`config.mk`:
```
export PLATFORM = sky130hd
export DESIGN_NAME = rob_dispatch_ctrl_flat
export DESIGN_NICKNAME = d
export VERILOG_FILES = /design/src/rtl/rob_dispatch_ctrl_if.sv /design/src/rtl/rob_dispatch_ctrl.sv /design/src/flat_wrapper.sv
export SDC_FILE = /design/constraint.sdc
export NUM_CORES = 1
export LEC_CHECK = 0
export BUFFER_PORTS_ARGS = -buffer_cell sky130_fd_sc_hd__buf_2
export CORE_UTILIZATION = 49
export CTS_BUF_LIST = sky130_fd_sc_hd__clkbuf_8
export DETAILED_ROUTE_END_ITERATION = 6
export PLACE_DENSITY_LB_ADDON = 0.1
export SYNTH_ARGS = -nofsm -noshare
export SYNTH_HDL_FRONTEND = slang
export SYNTH_SLANG_ARGS = --single-unit
```
`constraint.sdc`:
```
create_clock -name clk -period 3.3 [get_ports clk]
set_clock_uncertainty 0.1 [all_clocks]
set_input_delay 0.66 -clock clk [delete_from_list [all_inputs] [get_ports clk]]
set_output_delay 0.66 -clock clk [all_outputs]
set_load 0.01 [all_outputs]
```
`src/rtl/rob_dispatch_ctrl_if.sv`:
```
// Decode-side and ROB/RS-side signal bundle for rob_dispatch_ctrl.
// The slave modport is the dispatch controller; master is the surrounding pipeline.
interface rob_dispatch_ctrl_if #(
  parameter int unsigned PKT_W = 64
);
  logic [1:0]            in_valid_i;
  logic [1:0][PKT_W-1:0] in_pkt_i;
  logic [1:0]            in_halt_i;
  logic                  in_ready_o;
  logic [1:0]            rob_full_i;
  logic [1:0]            rs_avail_i;
  logic [1:0]            dispatch_en_o;
  logic [1:0][PKT_W-1:0] disp_pkt_o;

  modport master (
    output in_valid_i, in_pkt_i, in_halt_i, rob_full_i, rs_avail_i,
    input  in_ready_o, dispatch_en_o, disp_pkt_o
  );

  modport slave (
    input  in_valid_i, in_pkt_i, in_halt_i, rob_full_i, rs_avail_i,
    output in_ready_o, dispatch_en_o, disp_pkt_o
  );
endinterface

```
`src/rtl/rob_dispatch_ctrl.sv`:
```
// Two-wide in-order dispatch scheduler: buffers one decode group, grants slots
// against ROB/RS capacity, sequences recovery flush and halt, counts resource stalls.
module rob_dispatch_ctrl #(
  parameter int unsigned PKT_W   = 64,
  parameter int unsigned STALL_W = 16
) (
  input  logic                 clk,
  input  logic                 reset,
  rob_dispatch_ctrl_if.slave   bus,
  input  logic                 branch_recover_i,
  output logic                 halted_o,
  output logic [STALL_W-1:0]   stall_cnt_o
);

  typedef enum logic [1:0] {ST_RUN, ST_FLUSH, ST_HALT} state_e;

  state_e                state_q, state_d;
  logic [1:0]            cnt_q, cnt_d;
  logic [1:0][PKT_W-1:0] slot_pkt_q, slot_pkt_d;
  logic [1:0]            slot_halt_q, slot_halt_d;

  logic [1:0] rob_cap, rs_cap, grant, n;
  logic       recover, accept, halt_disp, stall;

  // ROB status encoding: 00 FULL, 01 ONE_LEFT, 10 MORE_LEFT, 11 ILLEGAL.
  always_comb begin
    rob_cap = 2'd0;
    unique case (bus.rob_full_i)
      2'b01:   rob_cap = 2'd1;
      2'b10:   rob_cap = 2'd2;
      default: rob_cap = 2'd0;
    endcase
    rs_cap = (bus.rs_avail_i == 2'd3) ? 2'd2 : bus.rs_avail_i;

    grant = rob_cap;
    if (rs_cap < grant) grant = rs_cap;
    if (cnt_q < grant)  grant = cnt_q;
    if (slot_halt_q[0] && (grant > 2'd1)) grant = 2'd1;

    recover = branch_recover_i && (state_q != ST_HALT);
    n       = ((state_q == ST_RUN) && !branch_recover_i) ? grant : 2'd0;

    bus.dispatch_en_o = (n == 2'd2) ? 2'b11 : ((n == 2'd1) ? 2'b01 : 2'b00);
    bus.disp_pkt_o    = slot_pkt_q;
    bus.in_ready_o    = (state_q == ST_RUN) && !branch_recover_i && (cnt_q == n);

    accept    = bus.in_ready_o && bus.in_valid_i[0];
    halt_disp = ((n != 2'd0) && slot_halt_q[0]) || ((n == 2'd2) && slot_halt_q[1]);
    // Stall means resources withheld a grant, independent of recovery masking.
    stall     = (state_q == ST_RUN) && (cnt_q != 2'd0) && (grant == 2'd0);
  end

  always_comb begin
    state_d     = state_q;
    cnt_d       = cnt_q;
    slot_pkt_d  = slot_pkt_q;
    slot_halt_d = slot_halt_q;
    unique case (state_q)
      ST_RUN: begin
        if (recover) begin
          state_d = ST_FLUSH;
          cnt_d   = 2'd0;
        end else begin
          cnt_d = cnt_q - n;
          if ((n == 2'd1) && (cnt_q == 2'd2)) begin
            slot_pkt_d[0]  = slot_pkt_q[1];
            slot_halt_d[0] = slot_halt_q[1];
          end
          if (accept) begin
            slot_pkt_d  = bus.in_pkt_i;
            slot_halt_d = bus.in_halt_i;
            cnt_d       = bus.in_valid_i[1] ? 2'd2 : 2'd1;
          end
          if (halt_disp) state_d = ST_HALT;
        end
      end
      ST_FLUSH: begin
        state_d = recover ? ST_FLUSH : ST_RUN;
        if (recover) cnt_d = 2'd0;
      end
      ST_HALT: state_d = ST_HALT;
      default: state_d = ST_RUN;
    endcase
  end

  always_ff @(posedge clk or negedge reset) begin
    if (!reset) begin
      state_q     <= ST_RUN;
      cnt_q       <= 2'd0;
      slot_pkt_q  <= '0;
      slot_halt_q <= '0;
      halted_o    <= 1'b0;
      stall_cnt_o <= '0;
    end else begin
      state_q     <= state_d;
      cnt_q       <= cnt_d;
      slot_pkt_q  <= slot_pkt_d;
      slot_halt_q <= slot_halt_d;
      halted_o    <= (state_d == ST_HALT);
      if (stall && (stall_cnt_o != '1)) stall_cnt_o <= stall_cnt_o + 1'b1;
    end
  end

endmodule

```
`src/flat_wrapper.sv`:
```
// flat-port wrapper written by rule: the top's interface ports become plain ports
module rob_dispatch_ctrl_flat 
#(
  parameter int unsigned PKT_W   = 64,
  parameter int unsigned STALL_W = 16
)
  (clk, reset, branch_recover_i, halted_o, stall_cnt_o, bus_in_valid_i, bus_in_pkt_i, bus_in_halt_i, bus_rob_full_i, bus_rs_avail_i, bus_in_ready_o, bus_dispatch_en_o, bus_disp_pkt_o);
  rob_dispatch_ctrl_if #(.PKT_W(PKT_W)) bus_i ();
  input  logic clk;
  input  logic reset;
  input  logic branch_recover_i;
  output logic halted_o;
  output logic [STALL_W-1:0] stall_cnt_o;
  input wire logic [$bits(bus_i.in_valid_i)-1:0] bus_in_valid_i;
  input wire logic [$bits(bus_i.in_pkt_i)-1:0] bus_in_pkt_i;
  input wire logic [$bits(bus_i.in_halt_i)-1:0] bus_in_halt_i;
  input wire logic [$bits(bus_i.rob_full_i)-1:0] bus_rob_full_i;
  input wire logic [$bits(bus_i.rs_avail_i)-1:0] bus_rs_avail_i;
  output wire logic [$bits(bus_i.in_ready_o)-1:0] bus_in_ready_o;
  output wire logic [$bits(bus_i.dispatch_en_o)-1:0] bus_dispatch_en_o;
  output wire logic [$bits(bus_i.disp_pkt_o)-1:0] bus_disp_pkt_o;
  assign bus_i.in_valid_i = bus_in_valid_i;
  assign bus_i.in_pkt_i = bus_in_pkt_i;
  assign bus_i.in_halt_i = bus_in_halt_i;
  assign bus_i.rob_full_i = bus_rob_full_i;
  assign bus_i.rs_avail_i = bus_rs_avail_i;
  assign bus_in_ready_o = bus_i.in_ready_o;
  assign bus_dispatch_en_o = bus_i.dispatch_en_o;
  assign bus_disp_pkt_o = bus_i.disp_pkt_o;
  rob_dispatch_ctrl #(.PKT_W(PKT_W), .STALL_W(STALL_W)) u_core (.clk(clk), .reset(reset), .bus(bus_i), .branch_recover_i(branch_recover_i), .halted_o(halted_o), .stall_cnt_o(stall_cnt_o));
endmodule
```
==> flow_summary.toml, run 1 <==
[outcome]
status = "complete, no violations"

[global_route]
grt_antenna_before_repair = 2
grt.overflow.total = 0
grt_usage = 0.2317
grt_pass1_wl_um = 25400
grt_max_degree = 69
grt_pass1_vias = 5265

[setup_path]
critPathKind = "in -> out"
crit_required_ns = 2.54
end_kind = "output port"
cp_max_fo = 4
cp.arrival_ns = 2.47
start_kind = "input pin"

[synth]
ys_warn_count = 0
syn_inst = 551
synth-simple-area-share = 0.09217
yosysSeqAreaShare = 0.5658
synthMuxAreaShare = 0.2119
synth_nets = 699
synth.distinct_cells = 45
synth_xor_area_frac = 0.02079
syn_area_per_cell_um2 = 12.12
synth_compound_area_frac = 0.06126
synth_area_mm2 = 0.006679
synth_seq_cells = 151
synthAdderAreaFrac = 0.01686
synth_top_family_by_area = "multiplexers"

[die]
start_util = 0.5043
rows = 42
fp.dieH_um = 118.8
dieWidth_um = 118.8
ios = 287
die_area_mm2 = 0.01410
core_mm2 = 0.01324

[place]
numPortBuffers = 286
dp.cells = 997
dp_hpwl_um = 11840
routabilityCongestion = 0.7669

[route]
drt_iter0_drc = 189
drc = 0
wire_per_inst_um = 15.32
avgViaCountPerCell = 4.976
postRouteAntennaNets = 0
first_pass_iters = 4
routed_wl_um = 15810
vias = 5135

[timing]
max_freq_mhz = 309.2
setup_violations = 0
fin_hold_ws_ns = 0.07336
worst_slew_pin_slew_ns = 0.7677
drv_slew = 0
setup_tns_ns = 0
timing.final.crit_share = 0.9802
finalCriticalPeriod_ns = 3.235
final-hold-violation-count = 0
max-slew-margin-rel = 0.4843

[clock_network]
insertion_delay_ns = 0.45
cts_max_level = 4
cts-buffers-inserted = 17
clkTransAtPathRegs_ns = 0.08
root_buffer = "clkbuf_8"
clockBufferDepth = 2
cts_tree = "yes"
cts.sinks = 151

[layout]
fill_cells = 1074
layout_common_cells = "285 x buf_2, 151 x dfrtp_1, 74 x nand2_1"
final_common_cell = "buf_2"
nets = 990
fin_cells = 1032
seq_area_mm2 = 0.003779
syn_to_final_growth_pct = 34.10
multi_input_area_mm2 = 0.002794
drive_above_1_share = 0.4901

[job]
cap_violations = 0

[power_and_ir_drop]
irDropWorstVdd_mv = 0.3465
finalPower_uw = 5816
power_density_mw_per_mm2 = 649.4
p_leak_uw = 0.004814

[min_path]
hold_class = "in -> async"
==> metal layers <==
layer / share of wire / GRT usage / vias to the layer above
met5: 0.00082 / 0 / -
met4: 0.023 / 0.09494 / 2
met3: 0.072 / 0.07770 / 29
met2: 0.52 / 0.4072 / 191
met1: 0.39 / 0.2558 / 2413
li1: - / - / 2500
==> through the flow <==
stage / setup WS [ns] / util / area [um^2]
6_report: 0.06542 / 0.6763 / 8956
5_1_grt: -0.009434 / 0.6761 / 8954
4_1_cts: 0.01638 / 0.6699 / 8871
3_5_place_dp: -0.2713 / 0.6354 / 8414
3_3_place_gp: -0.06180 / 0.6354 / 8414
2_1_floorplan: 0.007345 / - / 6679
==> Yosys cell counts, drive strengths merged <==
cell type	instances	area (um^2)
and2	1	6.260
nor2b	3	26.27
a21o	2	15.01
a21oi	2	10.01
a22o	2	17.52
o22ai	1	6.260
nand2	74	277.8
o211ai	1	7.510
mux2	67	754.5
nor3b	2	15.01
nor3	8	56.31
or4	1	11.26
or3	1	6.260
ha	9	112.6
o21ai	69	345.3
or2	3	18.77
mux2i	66	660.6
inv	9	33.78
xor2	12	105.1
buf	21	130.1
and3	2	12.51
a21boi	1	7.510
nand4	3	25.02
xnor2	3	33.79
nor2	9	36.29
dfrtp	151	3779
nand2b	3	18.77
nand3	5	25.02
clkbuf	11	45.05
nor4	8	71.32
nand4b	1	8.760
==> final cells by class <==
type,count,share of cell area
Sequential cell,151,0.4219
Multi-Input combinational cell,359,0.3120
Timing Repair Buffer,304,0.1882
Clock buffer,21,0.03227
Tap cell,176,0.02459
Clock inverter,11,0.01704
Inverter,9,0.003772
Antenna cell,1,0.0002794
==> path summary, 6_finish.rpt <==
path / cells after the start / start / slack, ns / to
max: 13 / bus_rob_full_i[0] / 0.07 / bus_in_ready_o
min: 1 / reset / 0.07 / u_core.bus.disp_pkt_o[3]
max reg2reg: 11 / u_core.cnt_q[1] / 0.43 / u_core.bus.disp_pkt_o[42]
min reg2reg: 2 / u_core.bus.disp_pkt_o[52] / 0.38 / u_core.bus.disp_pkt_o[52]
max in group asynchronous: 2 / reset / 2.25 / u_core.bus.disp_pkt_o[35]
min in group clk: 2 / bus_in_pkt_i[103] / 0.32 / u_core.bus.disp_pkt_o[103]
==> worst max-delay path, cell delays in order <==
cell      delay [ns]
buf_2           0.10
nand2b_1        0.15
inv_1           0.09
ha_4            0.14
inv_1           0.06
ha_4            0.16
nor2_4          0.11
a21oi_2         0.04
a21o_1          0.17
and2_4          0.17
ha_4            0.29
and3_4          0.18
buf_2           0.14
==> sequential cells by signal, indices dropped and copies added, names as in the netlist <==
name / cells
u_core.bus.disp_pkt_o: 128
u_core.stall_cnt_o: 16
u_core.cnt_q: 2
u_core.halted_o: 1
u_core.state_q: 2
u_core.slot_halt_q: 2
==> cell families (layout without fill, tap and decap cells) <==
kind of cell    after synthesis  count (layout)
flops                       151             151
mux                         133             133
simple gates                124             124
compound gates               78              78
buf+inv                      41             345
xor+xnor                     15              15
fa+ha+maj                     9               9
other cells                   0               1
==> where the power goes <==
part | leakage, uW | internal [uW] | switching, uW | total [uW]
logic | 0.00275 | 773 | 834 | 1610
clock network | 0.000238 | 893 | 658 | 1550
registers | 0.00182 | 2340 | 323 | 2660
total | 0.00481 | 4000 | 1810 | 5820
==> repair_timing <==
| item | in CTS | in global routing |
|---|---|---|
| setup endpoints to repair | 1 | 1 |
| buffers inserted | 0 | 2 |
| hold buffers | 0 | 0 |
| resized for setup | 2 | 11 |
| pin swaps | 0 | 2 |
Power figures use the tool's default switching activity.
==> inputs of run 2 (changes only) <==
- PLACE_DENSITY: unset -> 0.83
- PLACE_DENSITY_LB_ADDON: 0.1 -> unset
- clock period: 3.3 -> 3.35 ns (I/O delays scaled with it)
==> run 2 against run 1 <==
Combinational power about the same. Sequential share of layout area down 0.22 points. Final cell count up 1.1%. Critical endpoint unchanged. Largest cell class unchanged.
==> flow_summary.toml, run 2 (synthesis results as in run 1) <==
[power_and_ir_drop]
p_sw_frac = 0.3244
power_frac_comb = 0.285
power_density_mw_per_mm2 = 615.9
irDropWorstVdd_mv = 0.3667
pwr-share-clk = 0.241
p_leak_uw = 0.004854
power_frac_seq = 0.474
power.switching_uw = 1799
p_int_uw = 3747

[layout]
fin_cells = 1043
layout_common_cells = "285 x buf_2, 151 x dfrtp_1, 74 x nand2_1"
nets = 1001
syn_to_final_growth_pct = 34.81
largest_register_ffs = 128
final_common_cell = "buf_2"
drive_above_1_share = 0.4896

[die]
rows = 42
start_util = 0.5043
dieWidth_um = 118.8
ios = 287
fp.dieH_um = 118.8
core_mm2 = 0.01324
die_area_mm2 = 0.01410

[timing]
worst_slew_pin_slew_ns = 0.7490
drv_slew = 0
fin_ws_ns = 0.09206
setup_tns_ns = 0
final-hold-violation-count = 0
fin_hold_ws_ns = 0.06865
timing.final.crit_share = 0.9725
setup_violations = 0
max_freq_mhz = 306.9
max-slew-margin-rel = 0.4969
finalCriticalPeriod_ns = 3.258

[setup_path]
slowest_delay_ns = 0.29
end_kind = "output port"
slowest_stage = "ha_4"
critPathKind = "in -> out"
start_kind = "input pin"
path_cells = "buf_2 -> nand2b_4 -> inv_1 -> ha_1 -> ha_1 -> nand2b_1 -> a21oi_1 -> a21o_1 -> and2_1 -> ha_4 -> and3_4 -> buf_2"
cp.arrival_ns = 2.49
cp_max_fo = 4
crit_required_ns = 2.58

[clock_network]
clockBufferDepth = 2
cts_tree = "yes"
insertion_delay_ns = 0.43
cts-buffers-inserted = 17
cts_max_level = 4
clkTransAtPathRegs_ns = 0.08
root_buffer = "clkbuf_8"
cts.sinks = 151
postCtsHoldBufs = 0

[place]
dp_hpwl_um = 11960
preCtsSetupSlack_ns = -0.1293
numPortBuffers = 286
dp.cells = 1009
routabilityCongestion = 0.7891

[route]
vias = 5213
avgViaCountPerCell = 4.998
drc = 0
postRouteAntennaNets = 0
drt_iter0_drc = 277
first_pass_iters = 4
routed_wl_um = 16030
wire_per_inst_um = 15.37

[global_route]
grt.overflow.total = 0
grt_max_degree = 77
grt_pass1_wl_um = 25830
grt_antenna_before_repair = 1
grt_pass1_vias = 5177
grt_usage = 0.2372

[job]
cap_violations = 0

[outcome]
status = "complete, no violations"

[min_path]
hold_class = "in -> async"
-- run 2: changes by cell type in the layout (fill, tap and decap cells not counted), sizes merged --
cell | before | now
clkinvlp | 0 | 4
clkbuf | 21 | 18
buf | 304 | 315
inv | 11 | 12
bufinv | 4 | 2
-- run 2: stage by stage --
stage | cell area [um^2] | util | power [uW]
CTS | 8974 | 0.6776 | 5605
finish | 9004 | 0.6799 | 5546
floorplan | 6679 | - | 3412
detailed placement | 8579 | 0.6479 | 4242
global placement | 8579 | 0.6479 | 4173
global route | 9004 | 0.6799 | 5887
-- run 2: power groups by stage --
stage / registers [uW] / clock network (uW) / logic [uW]
final: 2630 / 1340 / 1580
after global routing: 2690 / 1460 / 1740
after CTS: 2630 / 1380 / 1600
after detailed placement: 2650 / 0 / 1590
after global placement: 2630 / 0 / 1540
after floorplan: 2850 / 0 / 565
-- run 2: metal layers --
metal,up-vias,part of all wire,global-route usage,wire (um)
met5,-,0,0,0
met1,2485,0.40,0.2752,6353
met4,0,0.016,0.08544,255
met2,187,0.51,0.4075,8219
met3,21,0.075,0.07915,1201
li1,2520,-,-,-
-- run 2: what timing repair did --
action                                  CTS  global route
endpoints found under the setup margin    1             1
buffers inserted                          0             1
gates resized for setup                   2             2
-- run 2: final cells by class --
type | instances | area [um^2]
tap | 176 | 220.2
antenna | 1 | 2.502
timing repair buffer | 315 | 1843
multi-input combinational | 359 | 2743
sequential | 151 | 3779
inverter | 9 | 33.78
fill | 1001 | 4239
clock buffer | 18 | 247.7
clock inverter | 14 | 135.1
-- run 2: critical path, delay by kind of cell --
kind,cells,cell delay [ns]
AOI/OAI and AO/OA,2,0.24
adders and majority gates,3,0.75
buffers and inverters,3,0.25
and+or+nand+nor,4,0.59
-- run 2: path summary, 6_finish.rpt --
check | end | cells past startpoint | start | slack, ns
min | u_core.stall_cnt_o[3] | 1 | reset | 0.07
max in group asynchronous | u_core.bus.disp_pkt_o[28] | 2 | reset | 2.30
min in group clk | u_core.bus.disp_pkt_o[122] | 2 | bus_in_pkt_i[122] | 0.34
max | bus_in_ready_o | 12 | bus_rob_full_i[0] | 0.09
max reg2reg | u_core.bus.disp_pkt_o[37] | 12 | u_core.cnt_q[1] | 0.47
min reg2reg | u_core.bus.disp_pkt_o[57] | 2 | u_core.bus.disp_pkt_o[57] | 0.38
